===== config.mk =====
export PLATFORM = sky130hd
export DESIGN_NAME = conv_addr_gen
export DESIGN_NICKNAME = d
export VERILOG_FILES = /design/src/rtl/conv_addr_gen.sv
export SDC_FILE = /design/constraint.sdc
export NUM_CORES = 1
export LEC_CHECK = 0
export CELL_PAD_IN_SITES_DETAIL_PLACEMENT = 1
export CELL_PAD_IN_SITES_GLOBAL_PLACEMENT = 2
export CORE_ASPECT_RATIO = 1.25
export CORE_MARGIN = 2
export CORE_UTILIZATION = 30
export CTS_BUF_LIST = sky130_fd_sc_hd__clkbuf_4
export DETAILED_ROUTE_END_ITERATION = 6
export GPL_TIMING_DRIVEN = 0
export PLACE_DENSITY_LB_ADDON = 0.25
export SYNTH_ARGS = -nofsm -noshare
export SYNTH_HDL_FRONTEND = slang
export SYNTH_SLANG_ARGS = --single-unit
export TNS_END_PERCENT = 50

===== constraint.sdc =====
create_clock -name clk -period 5.44 [get_ports clk]
set_input_delay 1.088 -clock clk [delete_from_list [all_inputs] [get_ports clk]]
set_output_delay 1.088 -clock clk [all_outputs]
set_load 0.01 [all_outputs]

===== src/rtl/conv_addr_gen.sv =====
// Convolution SRAM address generator: turns one packed multi-slice instruction
// into a burst of per-slice strided addresses under valid/ready handshakes.
module conv_addr_gen #(
    parameter int IRW = 30,
    parameter int IN  = 3,
    parameter int AW  = 14
) (
    input  logic              clk,
    input  logic              rst,
    input  logic [IRW*IN-1:0] m_inst,
    input  logic              m_valid,
    output logic              m_ready,
    output logic [AW*IN-1:0]  s_addr,
    output logic [IN-1:0]     s_en,
    output logic              s_last,
    output logic              s_eol,
    output logic              s_valid,
    input  logic              s_ready,
    output logic              busy
);

    localparam int SW = 7;
    localparam int LW = 7;

    typedef enum logic {
        IDLE = 1'b0,
        RUN  = 1'b1
    } state_t;

    state_t                  state_q, state_d;
    logic [IN-1:0][AW-1:0]   addr_q, addr_d;
    logic [IN-1:0][SW-1:0]   stride_q, stride_d;
    logic [IN-1:0]           en_q, en_d;
    logic                    eol_q, eol_d;
    logic [LW-1:0]           cnt_q, cnt_d;

    logic [IN-1:0]           inst_en;
    logic [IN-1:0][AW-1:0]   inst_base;
    logic [IN-1:0][SW-1:0]   inst_stride;
    logic [LW-1:0]           inst_len;
    logic                    inst_eol;

    logic                    m_fire;
    logic                    s_fire;
    logic                    run_st;

    // Field unpacking; len and eol are only meaningful in slice 0.
    assign inst_len = m_inst[AW+8 +: LW];
    assign inst_eol = m_inst[IRW-1];

    for (genvar gi = 0; gi < IN; gi++) begin : g_slice
        assign inst_en[gi]     = m_inst[IRW*gi];
        assign inst_base[gi]   = m_inst[IRW*gi+1 +: AW];
        assign inst_stride[gi] = m_inst[IRW*gi+AW+1 +: SW];
        if (gi > 0) begin : g_hi_unused
            logic unused_len_eol;
            assign unused_len_eol = ^{m_inst[IRW*gi+AW+8 +: LW], m_inst[IRW*gi+IRW-1]};
        end
        if (IRW > AW + 16) begin : g_gap_unused
            logic unused_gap;
            assign unused_gap = ^m_inst[IRW*gi+AW+15 +: IRW-AW-16];
        end
    end

    assign run_st  = (state_q == RUN);
    assign s_valid = run_st;
    assign busy    = run_st;
    assign s_last  = run_st && (cnt_q == '0);
    assign s_eol   = s_last && eol_q;
    assign s_en    = en_q;
    assign s_addr  = addr_q;

    // Ready is held low while reset is asserted so nothing is accepted then.
    assign m_ready = !rst && (!run_st || (s_ready && s_last));
    assign m_fire  = m_valid && m_ready;
    assign s_fire  = s_valid && s_ready;

    always_comb begin
        state_d  = state_q;
        addr_d   = addr_q;
        stride_d = stride_q;
        en_d     = en_q;
        eol_d    = eol_q;
        cnt_d    = cnt_q;

        if (s_fire) begin
            for (int k = 0; k < IN; k++) begin
                addr_d[k] = addr_q[k] + {{(AW-SW){1'b0}}, stride_q[k]};
            end
            if (cnt_q == '0) begin
                state_d = IDLE;
            end else begin
                cnt_d = cnt_q - 1'b1;
            end
        end

        // A zero-length instruction is consumed without touching any state.
        if (m_fire && (inst_len != '0)) begin
            state_d  = RUN;
            addr_d   = inst_base;
            stride_d = inst_stride;
            en_d     = inst_en;
            eol_d    = inst_eol;
            cnt_d    = inst_len - 1'b1;
        end
    end

    always_ff @(posedge clk) begin
        if (rst) begin
            state_q  <= IDLE;
            addr_q   <= '0;
            stride_q <= '0;
            en_q     <= '0;
            eol_q    <= 1'b0;
            cnt_q    <= '0;
        end else begin
            state_q  <= state_d;
            addr_q   <= addr_d;
            stride_q <= stride_d;
            en_q     <= en_d;
            eol_q    <= eol_d;
            cnt_q    <= cnt_d;
        end
    end

endmodule


# Yosys cells after proc, flatten, opt, wreduce, memory -nomap -nowiden
# Index checks and enable logic that the tools add are counted.
[word_totals]
regBits = 75
wordCells = 40
output_inout_bits = 50
inputBits = 94
[classes]
eq_ne = 1
addsub = 5
n_reduce_logical = 16
n_mux = 8
[op_table]
columns = ["cell", "n"]
rows = [
  ["$mux 42", 2],
  ["$add 14x7->14", 3],
  ["$mux 7", 3],
  ["$sub 7x1->7 const B", 2],
  ["$logic_and 1x1->1", 7],
  ["$logic_not 7->1", 1],
  ["$reduce_bool 7->1", 1],
  ["$reduce_and 2->1", 2],
  ["$reduce_bool 2->1", 2],
  ["$mux 1", 3],
  ["$logic_not 1->1", 2],
  ["$ne 2x1->1 const B", 1],
  ["$logic_or 1x1->1", 1],
]

# Longest topological paths before layout
[logic_depth]
depth_word = 9
depth_mapped = 10
mapped_depth_nobuf = 9

# Worst setup path before layout
# No wires, ideal clock.
[synth_path]
path_type = "input-to-reg"
startpoint = "input port s_ready"
endpoint = "register cnt_q[6]"
path_buffers = 1
arrival_ns = 3.071
required_ns = 5.380
setup_ns = 0.060
stages = 10
path_slack_ns = 2.309
cell_sequence = "or4b_1 o21a_1 nor2_1 buf_4 mux2i_1 ha_1 nand3_1 mux2i_1 o22ai_1 o311a_1"
[synth_between]
elab_chain_cells = 7
elab_cells_between_ends = 10
classes_between = "eq/ne: 1; mux: 1; reduce/logical: 8"
[synth_rtl]
columns = ["element", "line_no", "rtl"]
rows = [
  ["start: declaration", "18", "input logic s_ready,"],
  ["$logic_and 1x1->1", "74", "assign m_ready = !rst && (!run_st || (s_ready && s_last));"],
  ["$logic_or 1x1->1", "74", ""],
  ["$logic_and 1x1->1", "74", ""],
  ["$logic_and 1x1->1", "75", "assign m_fire = m_valid && m_ready;"],
  ["$logic_and 1x1->1", "98", "if (m_fire && (inst_len != '0)) begin"],
  ["$ne 2x1->1 (no source line) / $reduce_bool 2->1 (equally long branches)", "n/a", ""],
  ["$reduce_and 2->1 (no source line)", "n/a", ""],
  ["end signal: assignment", "122", "cnt_q <= cnt_d;"],
  ["end: declaration", "35", "logic [LW-1:0] cnt_q, cnt_d;"],
]
# Parallel ways exist; a longest one is shown, timed or not.
# A chain may end at the register's enable or synchronous reset.

# Worst setup path after layout
[layout_path]
startpoint = "input port s_ready"
endpoint = "output port m_ready"
[layout_between]
elab_chain_cells = 3
[layout_rtl]
columns = ["element", "line_no", "rtl"]
rows = [
  ["$logic_and 1x1->1", "74", ""],
  ["$logic_or 1x1->1", "74", ""],
  ["$logic_and 1x1->1", "74", ""],
  ["end: declaration", "12", "output logic m_ready,"],
]
# No other way between the ends.

==> metrics.txt <==
warnings from Yosys=0; Rel. slew slack=between 30% and 40%; final setup violating endpoints=0; max_cap viols=0; Post-Syn Area=between 4000 and 5000 sq um; Detail Placement HPWL=around 13 mm; Syn Area/Cell=approximately 8.3 sq um; register bit count reported by yosys=75; pre-CTS WS=around 1.1 ns; run status=complete, no violations; sequential element share of the synthesized area=approximately a third; worst path buffer plus inverter count=2; Static Leak=~2.3 nW; initial antenna violation count=1; Wirelength per Cell=19.1 microns; Routed Antenna Nets=0; TritonCTS Buffers=9; RSZ-0062 raised after global routing=no; largest net degree at the start of global routing=12; asr flop ratio synth=0%; Yosys cell types=57; Nets=roughly 800; number of vias per cell=~5.2; vias=4836; IR drop worst, VDD=about 110 uV; Tmin final=between 4 and 5 ns; Tcrit/Tclk final=between 70% and 80%; Total Negative Setup Slacks=0 ns; Overflow after GRT=0; Worst Tran Pin Value=~0.92 ns; Total Wirelength=17.6 mm; Synth top area share=roughly a third; DRC Markers=0; die boundary height=approximately 140 microns; Power Density=~230 nW/um^2; Starting Density=a little under a third; Worst Path Required=4.35 ns; Core Box Area=about 15000 sq um; Achievable Freq=roughly 0.23 GHz; layout cell share with drive strength beyond 1=approximately 8.5%; Area Overhead vs Synth=35.1%; htree depth=3; GRT Resource Usage Total=21.6%; area taken by multi-input logic gates=just under 3000 sq um; Worst path max stage delay=0.65 ns; cts hold-fix bufs=0; CP top delay family=buffers and inverters; Die X=between 100 and 150 microns; Top Ports=between 100 and 150; critical path, cell by cell=clkdlybuf4s50_1 > or4b_1 > o21a_1 > nor2_1 > clkdlybuf4s50_1; Post-CTS Setup Bufs=0; skew final=~0.019 ns; Slew Limit Fails=0; Register Area=roughly 1500 sq um; Hold Crit Class=flip-flop to flip-flop; clock sink total=75; Syn Nets=a little under 700; Primary FF master, synth=dfxtp_1; PostCTS Resize Cnt=0; final hold violation count=0; Die Area=about 17000 sq um; worst-skew pair later-pin latency=0.47 ns; 1st-pass router iterations=4; CP arrival=between 3 and 4 ns; crit end category=output port; main area contributors after synthesis=dfxtp_1, a211oi_2, nand2_1; Gate Count Post-Synth=between 500 and 600; EDFF count, synth=0; Root Buffer=clkbuf_4; Crit-path slowest cell=clkdlybuf4s50_1; Placement Rows=between 50 and 60; leading cell type by number of instances after synthesis=nand2_1; gpl congestion=0.868; CP most frequent cell=clkdlybuf4s50_1; I/O Buffers=approximately 130; CTS tree=done; CTS clock-pin slew for the worst setup and hold paths=between 0.1 and 0.15 ns; Max Root-Sink Buffers=2; first-pass GRT wire length=27.4 mm; Crit Path Class=input pin to output port; area leader, netlist=dfxtp_1; drt first-iter violations=139; crit path launch type=input pin; final worst slack=approximately 1.1 ns; Post-synth top cells=nand2_1, dfxtp_1, nor2_1, a21oi_1, a211oi_2; Fillers=roughly 1900; vias in the first global route=about 5200; CP max FO=6
-- report_power, final --
part           total (mW)  internal, mW  switching (mW)
clock network       0.312        0.0978           0.214
logic               0.513         0.243           0.269
registers           0.652         0.601          0.0506
-- flip-flops by register name, summed over array words and instances (netlist names) --
| register | cells |
|---|---|
| busy | 1 |
| cnt_q | 7 |
| eol_q | 1 |
| s_addr | 42 |
| s_en | 3 |
| stride_q | 21 |
-- per-layer routing --
metal  vias to the layer above  global-route usage, %  wire, microns
met5                         -                      0              0
met4                         0                   9.21            440
met3                        31                   2.40            526
met2                       110                   37.5           8790
met1                      2362                   26.8           7860
li1                       2333                      -              -
-- metrics by stage --
stage / std cells / utilization (%) / cell area [sq um] / total power, mW / hold slack (ns)
2_1_floorplan: 567 / - / 4680 / 0.940 / 0.432
4_1_cts: 922 / 40.9 / 6320 / 1.49 / 0.467
3_5_place_dp: 906 / 40.3 / 6220 / 1.18 / 0.450
6_report: 923 / 40.9 / 6320 / 1.48 / 0.465
5_1_grt: 923 / 40.9 / 6320 / 1.57 / 0.494
3_3_place_gp: 906 / 40.3 / 6220 / 1.17 / 0.446
-- cells in the final DEF (no fill, tap or decap), types with 5 or more instances in the layout --
master / synthesis / routed
nor2_1: 59 / 59
buf_2: 5 / 5
xnor2_1: 5 / 5
nor3_1: 18 / 18
a311oi_1: 5 / 5
clkbuf_4: 0 / 11
clkbuf_1: 16 / 16
clkdlybuf4s50_1: 0 / 127
o21ai_0: 16 / 16
or3_1: 7 / 7
dfxtp_1: 75 / 75
and2_1: 6 / 6
inv_1: 19 / 19
o2111ai_1: 10 / 10
ha_1: 22 / 22
xor2_1: 23 / 23
and3_1: 7 / 7
a211oi_1: 12 / 12
mux2i_1: 6 / 6
a211oi_2: 26 / 26
a21oi_1: 37 / 37
buf_6: 6 / 6
nand3_1: 18 / 18
nor2b_1: 6 / 6
nand2_1: 86 / 86
o21a_1: 5 / 5
o211ai_1: 8 / 8
-- cell families after synthesis --
kind of cell	count (synthesis)	synth area share, %
flops	75	32.1
simple gates	237	24.2
xor+xnor	28	5.24
buf+inv	50	5.35
fa+ha+maj	25	7.17
mux	6	1.28
compound gates	146	24.7
-- tightest hold or removal path, stage by stage (launching register included) --
cell and delay (ns):
dfxtp_1 0.33, nand2_1 0.05, a21oi_1 0.05
-- path summary, 6_finish.rpt --
kind / startpoint / end / slack (ns) / cells past startpoint
worst max-delay path: s_ready / m_ready / 1.11 / 5
worst min register to register: s_en[0]$_SDFFE_PP0P_ / s_en[0]$_SDFFE_PP0P_ / 0.46 / 2
worst min-delay path: s_en[0]$_SDFFE_PP0P_ / s_en[0]$_SDFFE_PP0P_ / 0.46 / 2
worst max register to register: cnt_q[4]$_SDFFE_PP0P_ / cnt_q[6]$_SDFFE_PP0P_ / 2.59 / 10
-- area by class of cell --
| class | count | share of cell area, % |
|---|---|---|
| Buffer | 31 | 2.83 |
| Antenna cell | 1 | 0.0396 |
| Clock buffer | 11 | 1.31 |
| Tap cell | 212 | 4.20 |
| Sequential cell | 75 | 23.8 |
| Inverter | 19 | 1.13 |
| Clock inverter | 5 | 0.317 |
| Timing Repair Buffer | 127 | 20.1 |
| Multi-Input combinational cell | 442 | 46.3 |
Power figures use the tool's default switching activity.
